===== config.mk =====
export PLATFORM = sky130hd
export DESIGN_NAME = fetch_unit
export DESIGN_NICKNAME = d
export VERILOG_FILES = /design/src/rtl/fetch_unit.sv
export SDC_FILE = /design/constraint.sdc
export NUM_CORES = 1
export LEC_CHECK = 0
export CAP_MARGIN = 5
export CORE_MARGIN = 2
export CORE_UTILIZATION = 46
export DETAILED_ROUTE_END_ITERATION = 10
export GPL_ROUTABILITY_DRIVEN = 0
export GPL_TIMING_DRIVEN = 0
export PLACE_DENSITY = 0.79
export SYNTH_ARGS = -nofsm -noshare
export SYNTH_HDL_FRONTEND = slang
export SYNTH_SLANG_ARGS = --single-unit

===== constraint.sdc =====
create_clock -name clk -period 6.3 [get_ports clk]
set_clock_uncertainty 0.1 [all_clocks]
set_input_delay 1.575 -clock clk [delete_from_list [all_inputs] [get_ports clk]]
set_output_delay 1.575 -clock clk [all_outputs]
set_load 0.03 [all_outputs]

===== src/rtl/fetch_unit.sv =====
`default_nettype none
// ============================================================================
//  Module      : fetch_unit
//  Description : TinyCPU instruction fetch stage. Holds the PC and drives the
//                asynchronous-read instruction memory address. It captures
//                the returned word each cycle into a small FIFO of
//                {inst, pc} that feeds decode over a valid/ready handshake.
//                It also handles redirects and stops fetching after a HALT.
//  Ports       : clk            - clock, rising edge
//                rst_n          - synchronous active-low reset
//                imem_addr      - instruction memory address (= PC)
//                imem_inst      - word returned by instruction memory
//                redirect_valid - load redirect_pc and flush the buffer
//                redirect_pc    - redirect target
//                out_valid      - buffer head holds a valid instruction
//                out_ready      - decode accepts the head this cycle
//                out_inst       - head instruction
//                out_pc         - PC of the head instruction
//                halted         - a HALT has been fetched, fetch stopped
//  Revision    : 1.0 - initial release
// ============================================================================
module fetch_unit #(
    parameter int                ADDR_W   = 8,
    parameter int                INST_W   = 16,
    parameter logic [ADDR_W-1:0] RESET_PC = '0,
    parameter logic [3:0]        HALT_OP  = 4'hF,
    parameter int                DEPTH    = 2
) (
    input  logic              clk,
    input  logic              rst_n,
    output logic [ADDR_W-1:0] imem_addr,
    input  logic [INST_W-1:0] imem_inst,
    input  logic              redirect_valid,
    input  logic [ADDR_W-1:0] redirect_pc,
    output logic              out_valid,
    input  logic              out_ready,
    output logic [INST_W-1:0] out_inst,
    output logic [ADDR_W-1:0] out_pc,
    output logic              halted
);

    localparam int PTR_W = (DEPTH > 1) ? $clog2(DEPTH) : 1;
    localparam int CNT_W = PTR_W + 1;
    localparam logic [CNT_W-1:0] c_DEPTH = CNT_W'(DEPTH);

    logic [ADDR_W-1:0] r_pc;
    logic [PTR_W-1:0]  r_wptr;
    logic [PTR_W-1:0]  r_rptr;
    logic [CNT_W-1:0]  r_count;
    logic              r_halted;

    // Buffer storage carries no reset: only pointers and count define validity.
    logic [INST_W-1:0] r_buf_inst [DEPTH];
    logic [ADDR_W-1:0] r_buf_pc   [DEPTH];

    logic w_pop;
    logic w_push;
    logic w_is_halt;

    assign imem_addr = r_pc;
    assign out_valid = (r_count != '0);
    assign out_inst  = r_buf_inst[r_rptr];
    assign out_pc    = r_buf_pc[r_rptr];
    assign halted    = r_halted;

    assign w_pop     = out_valid && out_ready;
    // A full buffer can still accept a word when the head leaves this cycle.
    assign w_push    = !r_halted && ((r_count < c_DEPTH) || w_pop);
    assign w_is_halt = (imem_inst[INST_W-1 -: 4] == HALT_OP);

    // Control state: reset beats redirect, redirect beats push/pop.
    always_ff @(posedge clk) begin
        if (!rst_n) begin
            r_pc     <= RESET_PC;
            r_wptr   <= '0;
            r_rptr   <= '0;
            r_count  <= '0;
            r_halted <= 1'b0;
        end else if (redirect_valid) begin
            r_pc     <= redirect_pc;
            r_wptr   <= '0;
            r_rptr   <= '0;
            r_count  <= '0;
            r_halted <= 1'b0;
        end else begin
            if (w_push) begin
                r_pc   <= r_pc + ADDR_W'(1);
                r_wptr <= r_wptr + PTR_W'(1);
                if (w_is_halt) begin
                    r_halted <= 1'b1;
                end
            end
            if (w_pop) begin
                r_rptr <= r_rptr + PTR_W'(1);
            end
            if (w_push && !w_pop) begin
                r_count <= r_count + CNT_W'(1);
            end else if (!w_push && w_pop) begin
                r_count <= r_count - CNT_W'(1);
            end
        end
    end

    always_ff @(posedge clk) begin
        if (rst_n && !redirect_valid && w_push) begin
            r_buf_inst[r_wptr] <= imem_inst;
            r_buf_pc[r_wptr]   <= r_pc;
        end
    end

endmodule
`default_nettype wire


# --- After elaboration in Yosys (flattened, before gate mapping) ---
# Memory sizes are Yosys's and may differ from the RTL's. A register that Yosys moved wholly into a read port is not among the register bits.
# Cells that the tools add are included.
op_classes:
  addsub: 5
  multipliers: 0
  div: 0
  n_lt_le_gt_ge: 1
  n_eq_ne: 1
  n_shift: 0
  mux: 10
  bitwise_logic: 1
  n_reduce_logical: 16
op_table:
  columns: ["operator", "count"]
  rows:
  - ["two-way mux 8 bit", 2]
  - ["adder 8 x 1 -> 8 bit (second input constant)", 1]
  - ["logical AND 1 bit", 6]
  - ["two-way mux 1 bit", 6]
  - ["nonzero test 2 bit", 3]
  - ["== test 4 bit (second input constant)", 1]
  - ["logical NOT 1 bit", 4]
  - ["two-way mux 2 bit", 2]
  - ["adder 1 bit (second input constant)", 2]
  - ["adder 2 x 1 -> 2 bit (second input constant)", 1]
  - ["less-than comparator 2 bit (second input constant)", 1]
  - ["AND reduction 2 bit", 1]
  - ["OR reduction 2 bit", 1]
  - ["subtractor 2 x 1 -> 2 bit (second input constant)", 1]
  - ["logical OR 1 bit", 1]
  - ["NOT 1 bit", 1]
totals:
  register_bits: 13
  latch_bits: 0
  mem_bits_rw: 48
  rom_bits: 0
  inputBits: 28
  wordCells: 41
  n_memories: 2
memory_table:
  columns: ["memory", "depth", "width", "rd", "rd_clocked_by_memory_dff", "wr", "line", "rtl"]
  rows:
  - ["r_buf_inst", 2, 16, 1, 1, 1, "53", "logic [INST_W-1:0] r_buf_inst [DEPTH];"]
  - ["r_buf_pc", 2, 8, 1, 1, 1, "54", "logic [ADDR_W-1:0] r_buf_pc [DEPTH];"]

# --- Longest topological paths before layout ---
# Gate-level depths: netlist (run 1).
logic_depth:
  depth_word: 8
  mapped_depth: 7
  mapped_depth_nobuf: 6

# --- Least setup slack after synthesis (run 1) ---
# No wires, ideal clock.
synth_path:
  kind: "input to register"
  start: "in rst_n"
  end: "mem r_buf_inst[1][0], enable pin"
  setup_ns: 0.475
  arrival_ns: 4.580
  t_required_ns: 5.725
  path_slack_ns: 1.145
  stages: 3
  path_buffers: 1
  cell_sequence: "clkbuf_1 > nand2_1 > nor4b_1"
synth_between:
  elab_chain_cells: 4
synth_rtl:
  columns: ["element", "line", "rtl"]
  rows:
  - ["start: declaration", "30", "input logic rst_n,"]
  - ["logical AND 1 bit (2 in a row)", "105", "if (rst_n && !redirect_valid && w_push) begin"]
  - ["two-way mux 1 bit", "105", null]
  - ["two-way mux 1 bit (not written as such)", "106", "r_buf_inst[r_wptr] <= imem_inst;"]
  - ["end: declaration", "53", null]
# No other way between the ends.

==> results of run 1 <==
[synth_stat cells, types with 2 or more instances]
library cell               count  share of area
sky130_fd_sc_hd__ha_1          2          0.010
sky130_fd_sc_hd__o21ai_0       7          0.014
sky130_fd_sc_hd__a21oi_1       7          0.014
sky130_fd_sc_hd__dfxtp_1      14           0.11
sky130_fd_sc_hd__nand2_1       3         0.0046
sky130_fd_sc_hd__xnor2_1       8          0.028
sky130_fd_sc_hd__edfxtp_1     48           0.58
sky130_fd_sc_hd__nor2_1        7          0.011
sky130_fd_sc_hd__clkbuf_1      3         0.0046
sky130_fd_sc_hd__xor2_1        3          0.011
sky130_fd_sc_hd__mux2_2       24           0.11
sky130_fd_sc_hd__buf_2         3         0.0061
sky130_fd_sc_hd__nand3_1       5          0.010
sky130_fd_sc_hd__nor4b_4       2          0.019
sky130_fd_sc_hd__o21ai_1       2         0.0040
[layer usage]
metal | wire length [um] | GRT usage
met1 | 2100 | 0.200
met3 | 306 | 0.0588
met2 | 2080 | 0.247
met4 | 64 | 0.0786
met5 | 0 | 0
[sequential cells by signal, indices dropped and copies added (netlist names), named ones only]
register and cells:
imem_addr 8, r_count 2, r_wptr 1, halted 1, r_buf_inst 32, r_buf_pc 16, r_rptr 1
[cell type report]
cell class	instances	share of cell area
Sequential cell	62	0.506
Clock inverter	1	0.00147
Tap cell	70	0.0258
Timing Repair Buffer	66	0.190
Inverter	1	0.00110
Clock buffer	15	0.0519
Multi-Input combinational cell	83	0.212
Buffer	7	0.0110
[where the power goes]
group	leakage [nW]	internal, mW	switching, mW
registers	0.559	0.460	0.0116
logic	0.512	0.0644	0.0676
clock network	0.0937	0.175	0.138
total	1.16	0.700	0.217
[worst register-to-register path, delay by kind of cell, from the launching register on]
family / cells / cell delay (ns)
simple gates: 2 / 0.73
buf+inv: 2 / 0.44
flops: 1 / 0.33
[worst paths after layout]
check / start / end / slack, ns / cells past startpoint
setup / recovery: register / out_inst[4] / 2.41 / 4
setup reg to reg: r_count[1]$_SDFFE_PP0P_ / r_buf_inst[1][1]$_DFFE_PP_ / 4.41 / 4
hold / removal: r_count[1]$_SDFFE_PP0P_ / r_count[1]$_SDFFE_PP0P_ / 0.41 / 2
hold reg to reg: r_count[1]$_SDFFE_PP0P_ / r_count[1]$_SDFFE_PP0P_ / 0.41 / 2
[logic make-up after synthesis]
family,count (synthesis),share of synthesized area
fa+ha+maj,2,0.0101
compound gates,16,0.0324
xor+xnor,11,0.0390
flops,62,0.696
mux,25,0.113
simple gates,29,0.0921
buf+inv,8,0.0167
[through the flow]
| stage | hold WS (ns) | power (mW) | worst slack (ns) | std cells |
|---|---|---|---|---|
| after floorplan | 0.367 | 0.553 | 1.15 | 153 |
| after global placement | 0.388 | 0.609 | -0.613 | 283 |
| after detailed placement | 0.401 | 0.613 | 2.59 | 289 |
| after CTS | 0.409 | 0.927 | 2.34 | 305 |
| after global routing | 0.437 | 0.951 | 2.28 | 305 |
| final | 0.408 | 0.917 | 2.41 | 305 |
==> results.yml, run 1 <==
cts:
  post_cts_resize_count: 0
  hold_fix_buffers_cts: 0
  cts.htree.levels: 3
  numCtsBuffers: 9
  clk-insertion-delay-late_ns: 0.33
  ctsRootBufferMaster: "sky130_fd_sc_hd__clkbuf_8"
  cts.sinks: 62
  tritoncts: "built"
  postCtsSetupRepairBufs: 0
  clk_pin_slew_worst_paths_ns: 0.06
  cts_buffer_depth: 2
floorplan:
  core_mm2: 0.00514
  floorplan.initialDensity: 0.481
  die_area_mm2: 0.00598
  floorplan.die.height_um: 77.3
  num_rows: 26
  die_w_um: 77.3
  design.portCount: 62
timing:
  final_report_hold_violation_count: 0
  drv_slew: 0
  worst_pin_slew_ns: 0.643
  tns_ns: 0
  rsz0062_at_grt: "false"
  maxClockFrequency_mhz: 257
  layout_worst_path_cycle_share: 0.618
  timing.final.crit_period_ns: 3.89
  finalSetupViolations: 0
  timing.max_slew.rel_slack: 0.567
power:
  worst_ir_drop_vdd_uv: 139
  p_leak_nw: 1.16
  power_per_cell_area_mw_per_mm2: 270
worst_setup_path:
  cp-start-kind: "register"
  crit_family: "buffers and inverters"
  worst_path_largest_cell_delay_ns: 0.60
  worstPathCellList: "clkbuf_1 > buf_2 > mux2_2 > clkdlybuf4s50_1"
  cp.required_ns: 4.62
  arrival_ns: 2.22
  criticalPathCategory: "reg2out"
  timing.critical_path.slowest_stage_cell: "sky130_fd_sc_hd__clkdlybuf4s50_1"
  timing.critical_path.fanout_max: 10
  timing.critical_path.to_type: "primary output"
  cp.buffers_inverters: 3
routing:
  detail_route.wirelength_mm: 4.54
  vias_per_cell: 4.98
  drc_errors: 0
  ant_nets: 0
  vias: 1518
  drt_pass1_iterations: 4
  drt_iter0_drc: 69
  post_drt_wl_per_cell_um: 14.9
place:
  detailed_place.area_mm2: 0.00322
  place.detailed.hpwl_mm: 3.21
  placement.io_buffers: 60
final_layout:
  postLayoutCellArea_mm2: 0.00340
  final_common_cell: "sky130_fd_sc_hd__clkdlybuf4s50_1"
  regArea_mm2: 0.00172
  multiInputGateArea_um2: 722
  area_overhead_vs_synth_pct: 37.5
  antennaDiodeCount: 0
  final_net_count: 260
  post_route_cells_drive_above_1_share: 0.243
  final_util: 0.661
  mostFrequentLayoutCells: "sky130_fd_sc_hd__clkdlybuf4s50_1 (60), sky130_fd_sc_hd__edfxtp_1 (48), sky130_fd_sc_hd__mux2_2 (24)"
  n_fill_cell: 393
global_routing:
  maximum_number_of_pins_on_one_net_before_global_route_repair: 11
  wire_length_of_the_first_global_routing_pass_mm: 7.25
  via_count_of_the_first_global_routing_pass: 1490
  grt_usage: 0.161
  grt.overflow.total: 0
  antenna_found_initial: 0
run:
  timing.max_cap.violations: 0
outcome:
  run_status: "completed"
logic_synthesis:
  synth_top_flop_cell: "sky130_fd_sc_hd__edfxtp_1"
  yosysUniqueCellTypes: 30
  postSynthNetCount: 183
  syn_area_per_cell_um2: 16.2
  post_synth_inst_count: 153
  synth.cell_area_mm2: 0.00247
  proportion_of_synthesized_chip_area_in_sequential_cells: 0.696
  ys_seq_elements: 62
  synth-async-reset-ratio: 0
  ys.warnings.count: 0
  number_of_enable_flip_flop_cells_after_synthesis: 48
worst_hold_path:
  worstHoldPathType: "reg2reg"
(Power assumes the default switching activity.)
==> run 2, diff against run 1 <==
==> constraint.sdc (replaced) <==
create_clock -name clk -period 3.9 [get_ports clk]
set_clock_uncertainty 0.1 [all_clocks]
set_input_delay 0.975 -clock clk [delete_from_list [all_inputs] [get_ports clk]]
set_output_delay 0.975 -clock clk [all_outputs]
set_load 0.03 [all_outputs]
==> run 2 against run 1 <==
Critical path depth unchanged. Critical path type unchanged. Total power increased by 56%. Worst setup slack got worse by 1.8 ns. Highest routed layer unchanged. Cell count decreased by 1.3%.
==> results.yml, run 2 (synthesis results as in run 1) <==
outcome:
  run_status: "completed"
global_routing:
  antenna_found_initial: 0
  grt_usage: 0.165
  wire_length_of_the_first_global_routing_pass_mm: 7.38
  grt.overflow.total: 0
  via_count_of_the_first_global_routing_pass: 1528
  maximum_number_of_pins_on_one_net_before_global_route_repair: 15
floorplan:
  design.portCount: 62
  floorplan.initialDensity: 0.481
  core_mm2: 0.00514
  die_w_um: 77.3
  floorplan.die.height_um: 77.3
  num_rows: 26
  die_area_mm2: 0.00598
cts:
  clk_pin_slew_worst_paths_ns: 0.06
  cts.htree.levels: 3
  clk-insertion-delay-late_ns: 0.32
  ctsRootBufferMaster: "sky130_fd_sc_hd__clkbuf_8"
  cts_buffer_depth: 2
  tritoncts: "built"
  post_cts_resize_count: 0
  postCtsSetupRepairBufs: 0
  hold_fix_buffers_cts: 0
  numCtsBuffers: 9
  cts.sinks: 62
final_layout:
  final_common_cell: "sky130_fd_sc_hd__clkdlybuf4s50_1"
  final_net_count: 256
  area_overhead_vs_synth_pct: 36.9
  final_util: 0.659
  max_flop_register: "r_buf_inst"
  regArea_mm2: 0.00172
  antennaDiodeCount: 0
  mostFrequentLayoutCells: "sky130_fd_sc_hd__clkdlybuf4s50_1 (60), sky130_fd_sc_hd__edfxtp_1 (48), sky130_fd_sc_hd__mux2_2 (24)"
  n_fill_cell: 407
  postLayoutCellArea_mm2: 0.00339
  finalNonFillerCells: 301
  multiInputGateArea_um2: 739
  number_of_flip_flops_under_the_largest_register_name: 32
  post_route_cells_drive_above_1_share: 0.225
worst_setup_path:
  timing.critical_path.to_type: "primary output"
  r2r_slack_ns: 1.84
  cp.required_ns: 2.82
  cp-start-kind: "register"
  worstPathCellList: "clkbuf_1 > buf_2 > mux2_2 > clkdlybuf4s50_1"
  timing.critical_path.slowest_stage_cell: "sky130_fd_sc_hd__clkdlybuf4s50_1"
  crit_family: "buffers and inverters"
  cp.buffers_inverters: 3
  worst_path_largest_cell_delay_ns: 0.60
  arrival_ns: 2.18
  timing.critical_path.fanout_max: 10
  criticalPathCategory: "reg2out"
timing:
  timing.max_slew.rel_slack: 0.418
  finalSetupViolations: 0
  layout_worst_path_cycle_share: 0.835
  maxClockFrequency_mhz: 307
  finalWorstSetupSlack_ns: 0.643
  worst_pin_slew_ns: 0.866
  final_report_hold_violation_count: 0
  timing.final.crit_period_ns: 3.26
  drv_slew: 0
  rsz0062_at_grt: "false"
routing:
  drt_iter0_drc: 44
  post_drt_wl_per_cell_um: 14.9
  detail_route.wirelength_mm: 4.48
  ant_nets: 0
  drc_errors: 0
  vias_per_cell: 4.92
  vias: 1481
  drt_pass1_iterations: 4
place:
  placement.io_buffers: 60
  dp.cells: 285
  detailed_place.area_mm2: 0.00323
  place.detailed.hpwl_mm: 3.12
  place_worst_setup_slack_ns: 0.615
power:
  p_total_mw: 1.43
  power_per_cell_area_mw_per_mm2: 421
  worst_ir_drop_vdd_uv: 220
  p_leak_nw: 1.14
run:
  timing.max_cap.violations: 0
worst_hold_path:
  worstHoldPathType: "reg2reg"
## run 2: worst paths after layout
path / end / cells past startpoint / start
worst max-delay path: out_inst[15] / 4 / register
worst min-delay path: r_count[1]$_SDFFE_PP0P_ / 2 / r_count[1]$_SDFFE_PP0P_
worst max register to register: r_buf_pc[0][3]$_DFFE_PP_ / 3 / halted$_SDFFE_PP0P_
worst min register to register: r_count[1]$_SDFFE_PP0P_ / 2 / r_count[1]$_SDFFE_PP0P_
## run 2: where the power goes
group,switching [mW],total [mW],leakage (nW),internal [mW]
combinational,0.110,0.214,0.501,0.104
sequential,0.0187,0.762,0.559,0.744
clock,0.229,0.450,0.0786,0.221
## run 2: cell type report
type,instances,share of cell area
multi-input cells,83,0.218
flip-flops and latches,62,0.508
inverters,1,0.00111
plain buffers,7,0.0111
clock inverters,6,0.00850
repair buffers,62,0.189
well taps,70,0.0259
clock buffers,10,0.0377
## run 2: through the flow
stage / hold WS [ns] / setup TNS (ns)
2_1_floorplan: 0.367 / 0
4_1_cts: 0.419 / 0
3_3_place_gp: 0.386 / -28.87
3_5_place_dp: 0.411 / 0
5_1_grt: 0.446 / 0
6_report: 0.411 / 0
## run 2: tightest hold or removal path: cells and delay by family (launching register included)
family / cells / cell delay (ns)
AO/OA/AOI/OAI: 2 / 0.14
flip-flops: 1 / 0.33
## run 2: per-layer routing
layer,share of wire,global-route usage,up-vias
met1,0.45,0.206,700
li1,-,-,721
met3,0.062,0.0376,8
met5,0,0,-
met4,0.015,0.0964,0
met2,0.48,0.262,52
==> run 3, diff against run 2 <==
--- a/config.mk
+++ b/config.mk
@@ -7,7 +7,7 @@
 export LEC_CHECK = 0
 export CAP_MARGIN = 5
 export CORE_MARGIN = 2
-export CORE_UTILIZATION = 46
+export CORE_UTILIZATION = 44
 export DETAILED_ROUTE_END_ITERATION = 10
 export GPL_ROUTABILITY_DRIVEN = 0
 export GPL_TIMING_DRIVEN = 0
==> constraint.sdc (replaced) <==
create_clock -name clk -period 2.8 [get_ports clk]
set_clock_uncertainty 0.1 [all_clocks]
set_input_delay 0.7 -clock clk [delete_from_list [all_inputs] [get_ports clk]]
set_output_delay 0.7 -clock clk [all_outputs]
set_load 0.03 [all_outputs]
==> run 3 against run 2 <==
Critical path depth decreased by 1. Clock-buffer cell count is the same. Combinational power increased by 36%. Via count decreased by 1.1%. Utilization decreased by 3.6 points. Cell area is 0.59% higher. Non-clock buffer count rose by 1. Total power grew 42%.
==> results.yml, run 3 (synthesis results as in run 1) <==
global_routing:
  grt.overflow.total: 0
  maximum_number_of_pins_on_one_net_before_global_route_repair: 12
  antenna_found_initial: 0
  via_count_of_the_first_global_routing_pass: 1508
  grt_usage: 0.153
  wire_length_of_the_first_global_routing_pass_mm: 7.11
routing:
  drc_errors: 0
  ant_nets: 0
  drt_pass1_iterations: 3
  post_drt_wl_per_cell_um: 14.8
  drt_iter0_drc: 46
  detail_route.wirelength_mm: 4.49
  vias: 1464
  vias_per_cell: 4.82
cts:
  clk-insertion-delay-late_ns: 0.33
  hold_fix_buffers_cts: 0
  postCtsSetupRepairBufs: 0
  tritoncts: "built"
  clk_pin_slew_worst_paths_ns: 0.07
  post_cts_resize_count: 11
  numCtsBuffers: 9
  ctsRootBufferMaster: "sky130_fd_sc_hd__clkbuf_8"
  cts.htree.levels: 3
  cts.sinks: 62
  cts_buffer_depth: 2
final_layout:
  number_of_flip_flops_under_the_largest_register_name: 32
  mostFrequentLayoutCells: "sky130_fd_sc_hd__clkdlybuf4s50_1 (52), sky130_fd_sc_hd__edfxtp_1 (48), sky130_fd_sc_hd__mux2_2 (24)"
  antennaDiodeCount: 0
  max_flop_register: "r_buf_inst"
  post_route_cells_drive_above_1_share: 0.254
  area_overhead_vs_synth_pct: 37.8
  final_net_count: 257
  final_common_cell: "sky130_fd_sc_hd__clkdlybuf4s50_1"
worst_setup_path:
  timing.critical_path.fanout_max: 10
  worst_path_largest_cell_delay_ns: 0.59
  r2r_slack_ns: 0.80
  criticalPathCategory: "reg2out"
  crit_family: "buffers and inverters"
  cp.buffers_inverters: 2
  worstPathCellList: "buf_4 > mux2_2 > clkdlybuf4s50_1"
  timing.critical_path.to_type: "primary output"
  cp.required_ns: 2.00
  cp-start-kind: "register"
  arrival_ns: 1.90
  timing.critical_path.slowest_stage_cell: "sky130_fd_sc_hd__clkdlybuf4s50_1"
  reg2reg_from: "r_count[1]$_SDFFE_PP0P_"
  end_of_the_worst_register_to_register_path: "r_buf_inst[1][5]$_DFFE_PP_"
  rr_worst_depth: 5
timing:
  worst_pin_slew_ns: 0.628
  drv_slew: 0
  rsz0062_at_grt: "false"
  holdWs_ns: 0.417
  timing.final.crit_period_ns: 2.70
  layout_worst_path_cycle_share: 0.963
  finalSetupViolations: 0
  timing.max_slew.rel_slack: 0.578
  final_report_hold_violation_count: 0
  tns_ns: 0
  maxClockFrequency_mhz: 371
floorplan:
  floorplan.initialDensity: 0.452
  core_mm2: 0.00547
  floorplan.die.height_um: 79.0
  die_w_um: 79.0
  design.portCount: 62
  num_rows: 27
  die_area_mm2: 0.00623
place:
  place.detailed.hpwl_mm: 3.15
  placement.io_buffers: 60
worst_hold_path:
  holdPathEnd: "r_count[1]$_SDFFE_PP0P_"
  worstHoldPathCells: 2
  worstHoldPathType: "reg2reg"
  worst_hold_startpoint: "r_count[1]$_SDFFE_PP0P_"
power:
  power_per_cell_area_mw_per_mm2: 596
  worst_ir_drop_vdd_uv: 370
  p_leak_nw: 1.16
run:
  timing.max_cap.violations: 0
outcome:
  run_status: "completed"
==> run 3: changes by cell type in the layout (fill, tap and decap cells not counted), sizes merged <==
cell,previous run,this run
clkbuf,13,12
dlygate4sd2,0,8
clkdlybuf4s50,60,52
clkinv,5,3
clkinvlp,1,3
buf,6,8
==> run 3: worst register-to-register path, delay by kind of cell, from the launching register on <==
family	cells	cell delay, ns
AND/OR/NAND/NOR	2	0.73
flip-flops	1	0.33
buffers and inverters	3	0.56
==> run 3: final cells by class <==
class / instances / area, um2
Multi-Input combinational cell: 83 / 739
Timing Repair Buffer: 64 / 636
Sequential cell: 62 / 1720
Fill cell: 447 / 2070
Inverter: 1 / 3.75
Clock inverter: 6 / 37.5
Buffer: 6 / 38.8
Clock buffer: 10 / 138
Tap cell: 72 / 90.1
==> run 3: where the power goes <==
group / internal (mW) / switching (mW) / leakage, nW / total, mW
combinational: 0.142 / 0.151 / 0.517 / 0.292
sequential: 1.04 / 0.0276 / 0.560 / 1.06
clock: 0.339 / 0.336 / 0.0841 / 0.675
==> run 3: worst max-delay path by stage <==
stage,slack [ns],to,from,cells after the start
3_3_place_gp,-0.61,r_buf_inst[1][5]$_DFFE_PP_,redirect_valid,4
3_5_place_dp,-0.19,r_buf_inst[1][5]$_DFFE_PP_,redirect_valid,6
6_report,0.10,out_inst[6],register,3
4_1_cts,0.06,out_inst[6],register,3
2_1_floorplan,0.21,r_buf_inst[1][0]$_DFFE_PP_,rst_n,3
5_1_grt,0.006,r_buf_inst[1][6]$_DFFE_PP_,redirect_valid,6
==> run 3: metal layers <==
metal,vias up,routed length [um],track usage
met5,-,0,0
met4,0,101,0.0879
met3,11,258,0.0330
met2,53,2120,0.242
met1,676,2000,0.194
li1,724,-,-
==> run 3: metrics by stage <==
step	area, um2	util	total power [mW]	cells	setup WS, ns
after global placement	3190	0.583	1.37	285	-0.612
after floorplan	2500	-	1.25	153	0.208
after global routing	3410	0.622	2.12	304	0.00597
final	3410	0.622	2.03	304	0.103
after detailed placement	3240	0.592	1.38	289	-0.186
after CTS	3410	0.622	2.05	304	0.0646
